## src/rtl/tqvp_pwm_multi.sv

```systemverilog
`default_nettype none
// ============================================================================
// Module  : tqvp_pwm_multi
// Brief   : Multi-channel PWM for the TinyQV peripheral bus; shared prescaler
//           and period counter, edge/center modes, double-buffered duty.
//           Optional macro PWM_EXT_SYNC_EN: ui_in[1] rising edge restarts.
// Rev     : 1.0  initial release
// ============================================================================
module tqvp_pwm_multi #(
    parameter int NUM_CH     = 4,
    parameter int PRESCALE_W = 16
) (
    input  logic       clk,
    input  logic       rst_n,
    input  logic [7:0] ui_in,
    output logic [7:0] uo_out,
    input  logic [3:0] address,
    input  logic       data_write,
    input  logic [7:0] data_in,
    output logic [7:0] data_out
);

    localparam logic [PRESCALE_W-1:0] c_PRE_ONE = 1;
    localparam logic [7:0]            c_CNT_ONE = 8'd1;

    logic [7:0]            r_duty_shadow [NUM_CH];
    logic [7:0]            r_duty_active [NUM_CH];
    logic [PRESCALE_W-1:0] r_prescale;
    logic [PRESCALE_W-1:0] r_pre_cnt;
    logic [PRESCALE_W-1:0] w_pre_nxt;
    logic [7:0]            r_top;
    logic [7:0]            r_cnt;
    logic [7:0]            w_cnt_nxt;
    logic                  r_en;
    logic                  r_en_prev;
    logic                  r_center;
    logic                  r_mode;
    logic                  r_dir_down;
    logic                  w_dir_nxt;
    logic                  r_wrap;
    logic                  w_tick;
    logic                  w_boundary;
    logic                  w_sync_en;
    logic                  w_sync_restart;
    logic [NUM_CH-1:0]     r_pol;
    logic [NUM_CH-1:0]     r_ch_en;
    logic [NUM_CH-1:0]     r_pwm;
    logic                  w_unused;

    assign w_unused = &{1'b0, ui_in};

    // ------------------------------------------------------------------
    // Register file
    // ------------------------------------------------------------------
    always_ff @(posedge clk) begin
        if (!rst_n) begin
            for (int i = 0; i < NUM_CH; i++) r_duty_shadow[i] <= '0;
            r_prescale <= '0;
            r_top      <= '0;
            r_en       <= 1'b0;
            r_center   <= 1'b0;
            r_pol      <= '0;
            r_ch_en    <= '0;
            r_wrap     <= 1'b0;
        end else begin
            if (data_write) begin
                case (address)
                    4'h8: r_prescale[7:0]            <= data_in;
                    4'h9: r_prescale[PRESCALE_W-1:8] <= data_in[PRESCALE_W-9:0];
                    4'hA: r_top                      <= data_in;
                    4'hB: begin
                        r_en     <= data_in[0];
                        r_center <= data_in[1];
                    end
                    4'hC: r_pol   <= data_in[NUM_CH-1:0];
                    4'hD: r_ch_en <= data_in[NUM_CH-1:0];
                    default: begin
                        for (int i = 0; i < NUM_CH; i++)
                            if (address == 4'(i)) r_duty_shadow[i] <= data_in;
                    end
                endcase
            end
            // a wrap in the same cycle as the W1C write must not be lost
            if (w_boundary)
                r_wrap <= 1'b1;
            else if (data_write && address == 4'hE && data_in[0])
                r_wrap <= 1'b0;
        end
    end

`ifdef PWM_EXT_SYNC_EN
    logic r_sync_en;
    logic r_sync_prev;

    always_ff @(posedge clk) begin
        if (!rst_n) begin
            r_sync_en   <= 1'b0;
            r_sync_prev <= 1'b0;
        end else begin
            r_sync_prev <= ui_in[1];
            if (data_write && address == 4'hB) r_sync_en <= data_in[2];
        end
    end

    assign w_sync_en      = r_sync_en;
    assign w_sync_restart = r_en && r_sync_en && ui_in[1] && !r_sync_prev;
`else
    assign w_sync_en      = 1'b0;
    assign w_sync_restart = 1'b0;
`endif

    always_comb begin
        data_out = '0;
        case (address)
            4'h8: data_out = r_prescale[7:0];
            4'h9: data_out[PRESCALE_W-9:0] = r_prescale[PRESCALE_W-1:8];
            4'hA: data_out = r_top;
            4'hB: data_out = {5'b0, w_sync_en, r_center, r_en};
            4'hC: data_out = 8'(r_pol);
            4'hD: data_out = 8'(r_ch_en);
            4'hE: data_out = {7'b0, r_wrap};
            default: begin
                for (int i = 0; i < NUM_CH; i++)
                    if (address == 4'(i)) data_out = r_duty_shadow[i];
            end
        endcase
    end

    // ------------------------------------------------------------------
    // Prescaler and period counter
    // ------------------------------------------------------------------
    always_comb begin
        w_tick    = 1'b0;
        w_pre_nxt = r_pre_cnt;
        w_cnt_nxt = r_cnt;
        w_dir_nxt = r_dir_down;
        if (r_en) begin
            if (r_pre_cnt >= r_prescale) begin
                w_tick    = 1'b1;
                w_pre_nxt = '0;
            end else begin
                w_pre_nxt = r_pre_cnt + c_PRE_ONE;
            end
        end
        if (w_tick) begin
            // r_mode remembers the mode the counter is running in, so a
            // center-bit flip restarts the sequence cleanly
            if (r_en_prev && (r_center != r_mode)) begin
                w_cnt_nxt = '0;
                w_dir_nxt = 1'b0;
            end else if (!r_center) begin
                w_cnt_nxt = (r_cnt >= r_top) ? '0 : r_cnt + c_CNT_ONE;
                w_dir_nxt = 1'b0;
            end else if (r_top == '0) begin
                w_cnt_nxt = '0;
                w_dir_nxt = 1'b0;
            end else if (!r_dir_down && (r_cnt < r_top)) begin
                w_cnt_nxt = r_cnt + c_CNT_ONE;
            end else begin
                w_cnt_nxt = r_cnt - c_CNT_ONE;
                w_dir_nxt = (w_cnt_nxt != '0);
            end
        end
        w_boundary = w_tick && (w_cnt_nxt == '0);
        if (w_sync_restart) begin
            w_pre_nxt  = '0;
            w_cnt_nxt  = '0;
            w_dir_nxt  = 1'b0;
            w_boundary = 1'b1;
        end
    end

    always_ff @(posedge clk) begin
        if (!rst_n) begin
            r_pre_cnt  <= '0;
            r_cnt      <= '0;
            r_dir_down <= 1'b0;
            r_mode     <= 1'b0;
            r_en_prev  <= 1'b0;
        end else begin
            r_en_prev <= r_en;
            if (!r_en) begin
                r_pre_cnt  <= '0;
                r_cnt      <= '0;
                r_dir_down <= 1'b0;
                r_mode     <= r_center;
            end else begin
                r_pre_cnt  <= w_pre_nxt;
                r_cnt      <= w_cnt_nxt;
                r_dir_down <= w_dir_nxt;
                if (!r_en_prev || w_tick) r_mode <= r_center;
            end
        end
    end

    // ------------------------------------------------------------------
    // Per-channel compare and output stage
    // ------------------------------------------------------------------
    always_ff @(posedge clk) begin
        if (!rst_n) begin
            for (int i = 0; i < NUM_CH; i++) r_duty_active[i] <= '0;
            r_pwm <= '0;
        end else begin
            for (int i = 0; i < NUM_CH; i++) begin
                // tracking the shadow while disabled makes the first enabled
                // cycle already compare against the freshly loaded duty
                if (!r_en || !r_en_prev || w_boundary)
                    r_duty_active[i] <= r_duty_shadow[i];
                r_pwm[i] <= (r_en && r_ch_en[i]) ?
                            ((r_cnt < r_duty_active[i]) ^ r_pol[i]) : r_pol[i];
            end
        end
    end

    for (genvar i = 0; i < 8; i++) begin : g_uo
        assign uo_out[i] = r_pwm[i % NUM_CH];
    end

endmodule
`default_nettype wire
```

## config.mk

```make
export PLATFORM = sky130hd
export DESIGN_NAME = tqvp_pwm_multi
export DESIGN_NICKNAME = d
export VERILOG_FILES = /design/src/rtl/tqvp_pwm_multi.sv
export SDC_FILE = /design/constraint.sdc
export NUM_CORES = 1
export LEC_CHECK = 0
export ABC_CLOCK_PERIOD_IN_PS = 6410
export CAP_MARGIN = 20
export CORE_UTILIZATION = 25
export CTS_CLUSTER_SIZE = 8
export DETAILED_ROUTE_END_ITERATION = 16
export PLACE_DENSITY_LB_ADDON = 0.12
export SLEW_MARGIN = 20
export SYNTH_ARGS = -nofsm -noshare
export SYNTH_HDL_FRONTEND = slang
export SYNTH_SLANG_ARGS = --single-unit
```

## constraint.sdc

```tcl
create_clock -name clk -period 6.41 [get_ports clk]
set_input_delay 0.641 -clock clk [delete_from_list [all_inputs] [get_ports clk]]
set_output_delay 0.641 -clock clk [all_outputs]
set_load 0.05 [all_outputs]
```

==> results.md, run 1 <==
| Stage | Item | Value |
|---|---|---|
| outcome | Result of the run | finished clean |
| cts | Number of buffers inserted during clock tree synthesis | 17 |
| cts | Source-to-sink clock delay at the later pin of the worst-skew pair | 420 ps |
| synth | Yosys reg bits | 130 |
| final layout | Share of layout cells above drive strength 1 | 11.2% |
| synth | Cells taking the most area after synthesis | sky130_fd_sc_hd__edfxtp_1, sky130_fd_sc_hd__dfxtp_1, sky130_fd_sc_hd__ha_1 |
| route | Router iterations before antenna repair | 5 |
| critical path | Crit path launch type | input pin |
| global route | Pin count of the biggest net entering global routing | 73 |
| cts | CTS tree | built |
| final layout | Area growth from synthesis to layout | 15.0% |
| critical path | Crit path max fanout | 21 |
| synth | Simple-Gate Fraction of Synth Area | 18.1% |
| critical path | Element type at the critical path end | primary output |
| die | Core Region | 31000 um^2 |
| cts | CTS Hold Bufs | 0 |
| die | Die area | 32600 um^2 |
| route | Antenna Nets Post-Route | 0 |
| synth | Area share of xor/xnor cells in the synthesized design | 2.31% |
| synth | Top post-synthesis cells by count | sky130_fd_sc_hd__nor2_1, sky130_fd_sc_hd__inv_1, sky130_fd_sc_hd__dfxtp_1 |
| route | Drc violations | 0 |
| cts | Buffers from clock root to sink, at most | 2 |
| power and ir drop | Switching share of power | 25.2% |
| route | Vias post-DR | 5957 |
| synth | Mux contribution to synthesized area | 8.09% |
| timing | Unrepaired setup endpoints after global routing | no |
| power and ir drop | Pwr dens | 219 nW/um^2 |
| global route | GRT Util Overall | 14.8% |
| die | I/O pins | 39 |
| timing | Clk_skew | 9.30 ps |
| cts | Number of buffers inserted to repair setup after CTS | 0 |
| route | Avg WL per Cell | 18.6 um |
| power and ir drop | VDD IR max | 0.000113 V |
| power and ir drop | Int Pwr | 1.50 mW |
| hold path | Kind of path behind the tightest hold check | flop to flop |
| placed design | Post-DP HPWL | 16700 um |
| timing | Post-route setup TNS | 0 ps |
| power and ir drop | Fraction of power consumed by sequential logic | 46.1% |
| placed design | Post-Place Cells | 1215 |
| synth | Mean area per synthesized cell | 9.63 um^2 |
| global route | Number of global-route vias before repair | 5748 |
| power and ir drop | Switching power | 0.504 mW |
| final layout | Final instance area | 9160 um^2 |
| critical path | Arrival time of data at the critical path endpoint | 3730 ps |
| timing | Setup violators final | 0 |
| die | Die outline height | 180 um |
| route | Wire length reported by the detailed router | 23200 um |
| global route | Global route overflow | 0 |
| cts | Clock slew at reported path FFs | 60 ps |
| die | Standard-cell rows | 64 |
| placed design | DP Area | 8610 um^2 |
| route | Vias per cell | 4.78 |
| cts | Clock tree root driver cell | sky130_fd_sc_hd__clkbuf_16 |
| flow run | Number of violations of the max-capacitance limit | 0 |
| synth | Number of warnings issued by yosys | 0 |
| final layout | Core Util, Final | 29.5% |
| timing | Highest clock rate | 229 MHz |
| cts | CTS sink cnt | 130 |
| die | Die outline width | 180 um |
| synth | Portion of the post-synthesis area used by sequential elements | 40.7% |
| critical path | Data required time at the worst endpoint | 5770 ps |
| final layout | ANT cells | 0 |
| global route | Number of antenna violations at the first check in global routing | 0 |
| die | Starting density of the core | 25.7% |
| global route | Wire length of the first global-routing pass | 36000 um |
| critical path | Register-to-register setup slack | 2100 ps |
| timing | Max Slew Vio Count | 0 |
| timing | Fraction of the cycle the final worst path needs | 68.2% |
| synth | Yosys cell types | 67 |
| timing | Slew Limit Headroom | 30.1% |
| critical path | Classification of the worst setup path | input pin to primary output |
| cts | Clock H-tree levels | 4 |
| power and ir drop | Static Leak | 3.53 nW |
| synth | Netlist area before placement | 7970 um^2 |
| placed design | Routability Congestion | 0.772 |
| placed design | Count of port buffers added during placement | 30 |
| synth | Primary flip-flop cell chosen by synthesis mapping | sky130_fd_sc_hd__dfxtp_1 |
| synth | Mapped Cells | 827 |
| route | Number of design-rule violations left by the first detailed-router iteration | 396 |
| timing | Final Hold Violating Endpoints | 0 |
| synth | Dominant combinational cell family by area after synthesis | simple AND/OR/NAND/NOR gates |
| final layout | Total number of nets in the final design | 917 |
| power and ir drop | Clock Power Share | 45.1% |
| timing | Minimum clock period | 4370 ps |
| synth | Post-synthesis cell type with the largest combined area | sky130_fd_sc_hd__edfxtp_1 |
| power and ir drop | Relative contribution of combinational cells to total power | 8.9% |
| synth | Top-area cell type share of the netlist area | 24.1% |
| synth | Post-synthesis share of cell area spent on full adders, half adders and majority gates | 8.80% |
| synth | Most common cell in the synthesized netlist | sky130_fd_sc_hd__nor2_1 |
| synth | Share of flip-flops with an asynchronous set or reset after synthesis | 0% |
| synth | Post-synth net total | 906 |
| synth | Number of enable flip-flop cells after synthesis | 64 |
| final layout | Count of non-filler cells in the finished layout | 1247 |
| synth | Post-synthesis compound-gate area fraction | 15.7% |
| timing | Transition time at the pin with the least slew margin | 1040 ps |
| cts | Post-cts resize count | 0 |
[registers in the layout, indices dropped and copies added, names as in the netlist, 4 cells and up]
signal,count
r_duty_active,32
r_duty_shadow,32
r_pre_cnt,16
r_prescale,16
r_cnt,8
r_top,8
r_ch_en,4
r_pol,4
r_pwm,4
[power by group through the flow]
stage                     combinational, mW  sequential [mW]  clock (mW)
final                                 0.178            0.922       0.903
after global routing                  0.196            0.926       0.965
after CTS                             0.182            0.922       0.930
after detailed placement              0.180            0.940           0
after global placement                0.180            0.940           0
after floorplan                       0.121            0.927           0
[cell usage in the layout, fill, tap and decap left out, types with 23 or more instances in the layout]
| cell type | netlist | layout |
|---|---|---|
| sky130_fd_sc_hd__a21o_1 | 23 | 23 |
| sky130_fd_sc_hd__a21oi_1 | 30 | 30 |
| sky130_fd_sc_hd__and2_1 | 29 | 29 |
| sky130_fd_sc_hd__clkdlybuf4s50_1 | 0 | 29 |
| sky130_fd_sc_hd__dfxtp_1 | 66 | 66 |
| sky130_fd_sc_hd__edfxtp_1 | 64 | 64 |
| sky130_fd_sc_hd__ha_1 | 56 | 56 |
| sky130_fd_sc_hd__inv_1 | 67 | 67 |
| sky130_fd_sc_hd__mux2i_1 | 45 | 45 |
| sky130_fd_sc_hd__nand2_1 | 57 | 57 |
| sky130_fd_sc_hd__nand3_1 | 57 | 57 |
| sky130_fd_sc_hd__nor2_1 | 87 | 87 |
[layout make-up]
class	count	area, um^2
Clock buffer	22	484
Clock inverter	10	58.8
Fill cell	3197	21800
Inverter	67	251
Multi-Input combinational cell	580	4240
Sequential cell	130	3240
Tap cell	396	495
Timing Repair Buffer	42	385
[kinds of logic after synthesis]
kind of cell,count (synthesis)
buf+inv,117
flops,130
compound gates,157
fa+ha+maj,56
xor+xnor,21
mux,54
simple gates,292
[critical path: stages]
cell and delay [ps]:
sky130_fd_sc_hd__clkdlybuf4s50_1 870, sky130_fd_sc_hd__buf_4 360, sky130_fd_sc_hd__nand2b_1 320, sky130_fd_sc_hd__o221ai_1 280
sky130_fd_sc_hd__o21ai_0 120, sky130_fd_sc_hd__o221ai_1 260, sky130_fd_sc_hd__clkdlybuf4s50_1 860
[worst paths after layout]
check / startpoint / endpoint / depth (start not counted)
hold / removal: r_prescale[11] / r_prescale[11] / 2
setup / recovery: address[1] / data_out[2] / 7
hold reg to reg: r_prescale[11] / r_prescale[11] / 2
setup reg to reg: r_cnt[3] / r_duty_active[1][3] / 10
[stage by stage]
stage	hold WS [ps]	worst slack, ps	power (mW)
after global placement	474	1950	1.12
after detailed placement	488	2030	1.12
after CTS	502	2010	2.03
final	499	2040	2.00
after global routing	539	1750	2.09
after floorplan	460	1920	1.05
[layer usage]
layer  part of all wire (%)  global-route usage, %
met5                      0                      0
met4                   0.75                   3.35
met3                    3.8                   2.71
met2                     43                   22.5
met1                     52                   21.5
Power figures use the tool's default switching activity.
==> run 2, diff against run 1 <==
--- a/config.mk
+++ b/config.mk
@@ -5,7 +5,7 @@
 export SDC_FILE = /design/constraint.sdc
 export NUM_CORES = 1
 export LEC_CHECK = 0
-export ABC_CLOCK_PERIOD_IN_PS = 6410
+export ABC_CLOCK_PERIOD_IN_PS = 4000
 export CAP_MARGIN = 20
 export CORE_UTILIZATION = 25
 export CTS_CLUSTER_SIZE = 8
==> constraint.sdc (replaced) <==
create_clock -name clk -period 4 [get_ports clk]
set_input_delay 0.4 -clock clk [delete_from_list [all_inputs] [get_ports clk]]
set_output_delay 0.4 -clock clk [all_outputs]
set_load 0.05 [all_outputs]
==> results.md, run 2 (synthesis results as in run 1) <==
| Stage | Item | Value | vs previous |
|---|---|---|---|
| timing | Max Slew Vio Count | 0 | unchanged |
| final layout | Most frequent cells in the layout | sky130_fd_sc_hd__nor2_1, sky130_fd_sc_hd__inv_1, sky130_fd_sc_hd__dfxtp_1 |  |
| timing | Final Hold Violating Endpoints | 0 | unchanged |
| cts | CTS tree | built |  |
| final layout | Share of layout cells above drive strength 1 | 12.7% | +1.6 points |
| power and ir drop | Static Leak | 3.67 nW | +3.8% |
| cts | Clock slew at reported path FFs | 60 ps | about the same |
| final layout | Total number of nets in the final design | 929 | +1.3% |
| critical path | Reg-to-Reg End | r_duty_active[2][4] |  |
| power and ir drop | Design Power | 3.36 mW | +68% |
| timing | Unrepaired setup endpoints after global routing | no |  |
| cts | Number of buffers inserted during clock tree synthesis | 17 | unchanged |
| cts | Number of buffers inserted to repair setup after CTS | 0 | unchanged |
| critical path | Data required time at the worst endpoint | 4110 ps | -1660 ps |
| outcome | Result of the run | finished clean |  |
| route | Vias post-DR | 6023 | +1.1% |
| timing | Setup violators final | 0 | unchanged |
| global route | Number of global-route vias before repair | 5929 | +3.1% |
| critical path | Classification of the worst setup path | flop to flop |  |
| route | Drc violations | 0 | unchanged |
| placed design | Count of port buffers added during placement | 30 | unchanged |
| timing | Highest clock rate | 306 MHz |  |
| critical path | Startpoint of the worst-slack reg-to-reg timing path | r_pre_cnt[0] |  |
| critical path | Arrival time of data at the critical path endpoint | 3380 ps | -350 ps |
| critical path | Crit path max fanout | 32 | +52% |
| flow run | Number of violations of the max-capacitance limit | 0 | unchanged |
| die | Die area | 32600 um^2 | unchanged |
| die | Die outline height | 180 um | unchanged |
| final layout | Area growth from synthesis to layout | 18.0% |  |
| global route | Global route overflow | 0 | unchanged |
| cts | CTS Hold Bufs | 0 | unchanged |
| cts | Post-cts resize count | 0 | unchanged |
| route | Router iterations before antenna repair | 6 | +1 |
| final layout | Filler Cells Inserted | 3215 | +0.56% |
| final layout | ANT cells | 0 | unchanged |
| placed design | Post-DP HPWL | 17000 um | +1.5% |
| final layout | Count of non-filler cells in the finished layout | 1259 | +0.96% |
| timing | Clk_skew | 7.31 ps | -1.99 ps |
| critical path | Crit path launch type | flop |  |
| global route | Pin count of the biggest net entering global routing | 44 | -40% |
| die | Die outline width | 180 um | unchanged |
| critical path | Worst-case reg-to-reg path depth | 11 | +1 |
| route | Wire length reported by the detailed router | 23500 um | +1.1% |
| timing | Worst hold slack across all endpoints | 493 ps | -6.04 ps |
| placed design | Routability Congestion | 0.752 | -2.6% |
| hold path | Kind of path behind the tightest hold check | flop to flop |  |
| route | Avg WL per Cell | 18.6 um | +0.13% |
| cts | Clock H-tree levels | 4 | unchanged |
| hold path | Worst hold path cell count | 2 | unchanged |
| die | Standard-cell rows | 64 | unchanged |
| critical path | Element type at the critical path end | flop |  |
| die | Core Region | 31000 um^2 | unchanged |
| timing | Post-route setup TNS | 0 ps | unchanged |
| die | I/O pins | 39 | unchanged |
| global route | Wire length of the first global-routing pass | 36600 um | +1.5% |
| power and ir drop | Pwr dens | 357 nW/um^2 | +63% |
| route | Number of design-rule violations left by the first detailed-router iteration | 433 | +9.3% |
| route | Vias per cell | 4.78 | +0.14% |
| route | Antenna Nets Post-Route | 0 | unchanged |
| placed design | Post-Place Cells | 1227 | +0.99% |
| cts | Buffers from clock root to sink, at most | 2 | unchanged |
| die | Starting density of the core | 25.7% | unchanged |
| global route | Number of antenna violations at the first check in global routing | 0 | unchanged |
| cts | Clock tree root driver cell | sky130_fd_sc_hd__clkbuf_16 |  |
| final layout | Most common library cell in the layout ignoring fill and taps | sky130_fd_sc_hd__nor2_1 |  |
| timing | Slew Limit Headroom | 49.7% | +20 points |
| timing | Transition time at the pin with the least slew margin | 749 ps | -296 ps |
| timing | Fraction of the cycle the final worst path needs | 81.6% |  |
| power and ir drop | VDD IR max | 0.000226 V | +100% |
| hold path | Startpoint of the lowest-slack hold path | r_prescale[11] |  |
| final layout | Regs by FF count | r_duty_active (32), r_duty_shadow (32) |  |
| cts | CTS sink cnt | 130 | unchanged |
| timing | Minimum clock period | 3270 ps |  |
| critical path | Register-to-register setup slack | 730 ps | -1370 ps |
| cts | Source-to-sink clock delay at the later pin of the worst-skew pair | 420 ps | about the same |
| hold path | Hold EP | r_prescale[11] |  |
| global route | GRT Util Overall | 15.0% | +0.22 points |
-- run 2: changes by cell type in the layout (fill, tap and decap cells not counted) --
cell / previous run / this run
sky130_fd_sc_hd__bufinv_16: 0 / 2
sky130_fd_sc_hd__clkinv_2: 7 / 2
sky130_fd_sc_hd__clkdlybuf4s50_1: 29 / 21
sky130_fd_sc_hd__buf_12: 0 / 10
sky130_fd_sc_hd__clkinv_4: 1 / 0
sky130_fd_sc_hd__clkinvlp_4: 2 / 0
sky130_fd_sc_hd__clkbuf_1: 1 / 6
sky130_fd_sc_hd__clkbuf_8: 4 / 5
sky130_fd_sc_hd__buf_4: 12 / 22
-- run 2: critical path: stages (launching register included) --
cell	delay, ps
sky130_fd_sc_hd__dfxtp_1	450
sky130_fd_sc_hd__inv_1	70
sky130_fd_sc_hd__ha_1	260
sky130_fd_sc_hd__nand2b_1	90
sky130_fd_sc_hd__a21o_1	110
sky130_fd_sc_hd__a31oi_1	140
sky130_fd_sc_hd__o311ai_4	470
sky130_fd_sc_hd__nand2_2	250
sky130_fd_sc_hd__a311oi_4	410
sky130_fd_sc_hd__nand4_4	180
sky130_fd_sc_hd__o2111ai_4	260
sky130_fd_sc_hd__buf_12	240
-- run 2: power breakdown --
part | internal (mW) | total (mW) | switching (mW)
clock network | 1.00 | 1.58 | 0.578
logic | 0.121 | 0.298 | 0.178
registers | 1.44 | 1.48 | 0.0381
-- run 2: metal layers --
metal / vias up / global-route usage [%] / part of all wire, %
li1: 2999 / - / -
met5: - / 0 / 0
met3: 19 / 2.57 / 4.1
met1: 2879 / 22.2 / 52
met2: 126 / 22.2 / 43
met4: 0 / 3.90 / 1.3
-- run 2: how the worst max path moves through the flow --
| stage | from | end | slack [ps] | cells after the start |
|---|---|---|---|---|
| 2_1_floorplan | r_cnt[0] | r_duty_active[0][0] | 240 | 13 |
| 3_3_place_gp | r_pre_cnt[0] | r_duty_active[2][1] | 690 | 11 |
| 3_5_place_dp | r_pre_cnt[0] | r_duty_active[2][2] | 680 | 11 |
| 4_1_cts | r_pre_cnt[0] | r_duty_active[1][2] | 680 | 11 |
| 5_1_grt | r_pre_cnt[0] | r_duty_active[1][2] | 560 | 11 |
| 6_report | r_pre_cnt[0] | r_duty_active[2][4] | 730 | 11 |
-- run 2: per-stage QoR --
stage | worst slack, ps | utilization (%) | cell area (um^2)
after global routing | 556 | 30.3 | 9400
after global placement | 688 | 28.4 | 8810
final | 734 | 30.3 | 9400
after floorplan | 238 | - | 7970
after CTS | 681 | 30.3 | 9400
after detailed placement | 684 | 28.4 | 8810
-- run 2: final cells by class --
| class | instances | area, um^2 | area share [%] |
|---|---|---|---|
| clock inverter | 4 | 70.1 | 0.746 |
| tap | 396 | 495 | 5.27 |
| clock buffer | 28 | 517 | 5.50 |
| inverter | 67 | 251 | 2.68 |
| timing repair buffer | 54 | 581 | 6.18 |
| sequential | 130 | 3240 | 34.5 |
| multi-input combinational | 580 | 4240 | 45.1 |
==> run 3, diff against run 2 <==
--- a/config.mk
+++ b/config.mk
@@ -5,7 +5,7 @@
 export SDC_FILE = /design/constraint.sdc
 export NUM_CORES = 1
 export LEC_CHECK = 0
-export ABC_CLOCK_PERIOD_IN_PS = 4000
+export ABC_CLOCK_PERIOD_IN_PS = 2800
 export CAP_MARGIN = 20
 export CORE_UTILIZATION = 25
 export CTS_CLUSTER_SIZE = 8
==> constraint.sdc (replaced) <==
create_clock -name clk -period 2.8 [get_ports clk]
set_input_delay 0.28 -clock clk [delete_from_list [all_inputs] [get_ports clk]]
set_output_delay 0.28 -clock clk [all_outputs]
set_load 0.05 [all_outputs]
==> results.md, run 3 (synthesis results as in run 1) <==
| Stage | Item | Value | vs previous |
|---|---|---|---|
| timing | Max Slew Vio Count | 0 | unchanged |
| critical path | Start point of the critical path | r_prescale[3] |  |
| route | Vias per cell | 4.74 | -0.96% |
| global route | Pin count of the biggest net entering global routing | 71 | +61% |
| power and ir drop | Switching power | 1.18 mW | +49% |
| cts | Number of buffers inserted during clock tree synthesis | 17 | unchanged |
| timing | Slew Limit Headroom | 53.3% | +3.6 points |
| power and ir drop | Switching share of power | 24.2% | +0.53 points |
| route | Avg WL per Cell | 18.7 um | +0.40% |
| critical path | Element type at the critical path end | flop |  |
| critical path | Arrival time of data at the critical path endpoint | 3080 ps | -300 ps |
| timing | Post-route setup TNS | -4810 ps | -4810 ps |
| power and ir drop | Fraction of power consumed by sequential logic | 43.1% | -1.0 points |
| critical path | Cell Chain, Critical Path | inv_1 -> ha_4 -> a211oi_1 -> nand2_1 -> a31oi_4 -> buf_4 -> o311a_4 -> nor3b_4 -> a211oi_2 -> nand4_4 -> o2111ai_4 -> buf_6 -> buf_12 |  |
| power and ir drop | Relative contribution of combinational cells to total power | 10.1% | +1.2 points |
| critical path | Startpoint of the worst-slack reg-to-reg timing path | r_prescale[3] |  |
| cts | Clock H-tree levels | 4 | unchanged |
| final layout | Final instance area | 10700 um^2 | +14% |
| critical path | Crit-path leading delay family | compound AO/OA/AOI/OAI gates |  |
| global route | Number of antenna violations at the first check in global routing | 1 | +1 |
| timing | Unrepaired setup endpoints after global routing | yes |  |
| power and ir drop | Clock Power Share | 46.8% | -0.2 points |
| cts | CTS tree | built |  |
| critical path | Buffer and inverter count on the worst path | 4 | +2 |
| final layout | Most common library cell in the layout ignoring fill and taps | sky130_fd_sc_hd__buf_4 |  |
| power and ir drop | Int Pwr | 3.71 mW | +45% |
| timing | Fraction of the cycle the final worst path needs | 105% | +24 points |
| timing | Highest clock rate | 339 MHz | +11% |
| timing | Transition time at the pin with the least slew margin | 701 ps | -48.0 ps |
| critical path | Library cell contributing the largest single delay on the critical path | sky130_fd_sc_hd__dfxtp_1 |  |
| critical path | Worst stage delay on the critical path | 340 ps | -130 ps |
| route | Router iterations before antenna repair | 4 | -2 |
| route | Wire length reported by the detailed router | 25500 um | +8.7% |
| timing | Final Hold Violating Endpoints | 0 | unchanged |
| placed design | DP Area | 9510 um^2 | +7.9% |
| global route | Global route overflow | 0 | unchanged |
| die | I/O pins | 39 | unchanged |
| outcome | Result of the run | finished with violations |  |
| die | Die outline height | 180 um | unchanged |
| route | Antenna Nets Post-Route | 0 | unchanged |
| power and ir drop | Pwr dens | 456 nW/um^2 | +28% |
| timing | Minimum clock period | 2950 ps | -320 ps |
| cts | Buffers from clock root to sink, at most | 2 | unchanged |
| critical path | Classification of the worst setup path | flop to flop |  |
| global route | Number of global-route vias before repair | 6282 | +6.0% |
| timing | Least setup slack across all paths after layout | -146 ps | -880 ps |
| global route | Wire length of the first global-routing pass | 38600 um | +5.5% |
| outcome | Failing checks | setup timing |  |
| hold path | Worst hold path cell count | 4 | +2 |
| route | Drc violations | 0 | unchanged |
| die | Standard-cell rows | 64 | unchanged |
| critical path | Crit path launch type | flop |  |
| placed design | Setup slack at placement | -193 ps | -878 ps |
| hold path | Kind of path behind the tightest hold check | input pin to flop |  |
| cts | CTS sink cnt | 130 | unchanged |
| hold path | Startpoint of the lowest-slack hold path | rst_n |  |
| global route | GRT Util Overall | 15.9% | +0.96 points |
| die | Die area | 32600 um^2 | unchanged |
| die | Core Region | 31000 um^2 | unchanged |
| critical path | Worst-case reg-to-reg path depth | 13 | +2 |
| final layout | Most frequent cells in the layout | sky130_fd_sc_hd__buf_4, sky130_fd_sc_hd__nor2_1, sky130_fd_sc_hd__edfxtp_1 |  |
| flow run | Number of violations of the max-capacitance limit | 0 | unchanged |
| die | Starting density of the core | 25.7% | unchanged |
| power and ir drop | Static Leak | 4.28 nW | +17% |
| placed design | Routability Congestion | 0.763 | +1.4% |
| cts | Clock slew at reported path FFs | 60 ps | about the same |
| final layout | Total number of nets in the final design | 1033 | +11% |
| route | Number of design-rule violations left by the first detailed-router iteration | 414 | -4.4% |
| final layout | Regs by FF count | r_duty_active (32), r_duty_shadow (32) |  |
| final layout | Share of layout cells above drive strength 1 | 28.4% | +16 points |
| timing | Setup violators final | 62 | +62 |
| placed design | Count of port buffers added during placement | 30 | unchanged |
| critical path | Data required time at the worst endpoint | 2940 ps | -1170 ps |
| timing | Clk_skew | 9.44 ps | +2.13 ps |
| cts | Source-to-sink clock delay at the later pin of the worst-skew pair | 420 ps | about the same |
| final layout | Area growth from synthesis to layout | 34.9% |  |
| die | Die outline width | 180 um | unchanged |
| cts | Clock tree root driver cell | sky130_fd_sc_hd__clkbuf_16 |  |
| placed design | Post-DP HPWL | 17900 um | +5.5% |
| final layout | Core Util, Final | 34.7% | +4.4 points |
| route | Vias post-DR | 6458 | +7.2% |
| power and ir drop | VDD IR max | 0.000290 V | +28% |
| critical path | Stages on worst setup path | 13 | +2 |
| final layout | ANT cells | 0 | unchanged |
| critical path | Crit path max fanout | 8 | -75% |
run 3: final timing paths:
check | end | slack (ps)
worst max-delay path | r_duty_active[2][4] | -150
worst min-delay path | r_cnt[7] | 350
worst max register to register | r_duty_active[2][4] | -150
worst min register to register | r_prescale[10] | 490
run 3: metrics by stage:
stage	instances	hold slack (ps)	power, mW
floorplan	827	416	2.40
global placement	1308	474	2.62
detailed placement	1308	481	2.62
CTS	1352	344	4.94
global route	1363	389	5.07
finish	1363	352	4.90
run 3: timing repair:
item,in CTS,in global routing
setup buffers,9,6
endpoints found under the setup margin,65,65
gates cloned,3,5
gates resized for setup,52,23
hold buffers,0,0
pin swaps,4,15
run 3: routing by layer:
metal	global-route usage [%]	wire length, um	vias up
li1	-	-	3223
met1	23.1	13100	3116
met2	24.5	11400	105
met3	2.59	782	14
met4	3.79	217	0
met5	0	0	-
run 3: tightest hold or removal path, cell delays in order:
cell and delay (ps):
sky130_fd_sc_hd__buf_2 150, sky130_fd_sc_hd__nand2_1 80, sky130_fd_sc_hd__buf_4 170, sky130_fd_sc_hd__a21oi_1 50
run 3: final cells by class:
type / instances / area (um^2)
Clock buffer: 28 / 518
Clock inverter: 4 / 72.6
Fill cell: 3083 / 20200
Inverter: 67 / 251
Multi-Input combinational cell: 580 / 4590
Sequential cell: 130 / 3260
Tap cell: 396 / 495
Timing Repair Buffer: 158 / 1550
run 3: power by group through the flow:
stage	logic [mW]	clock network, mW	registers (mW)
floorplan	0.282	0	2.12
global placement	0.469	0	2.15
detailed placement	0.470	0	2.15
CTS	0.489	2.34	2.11
global route	0.539	2.41	2.12
finish	0.494	2.29	2.11
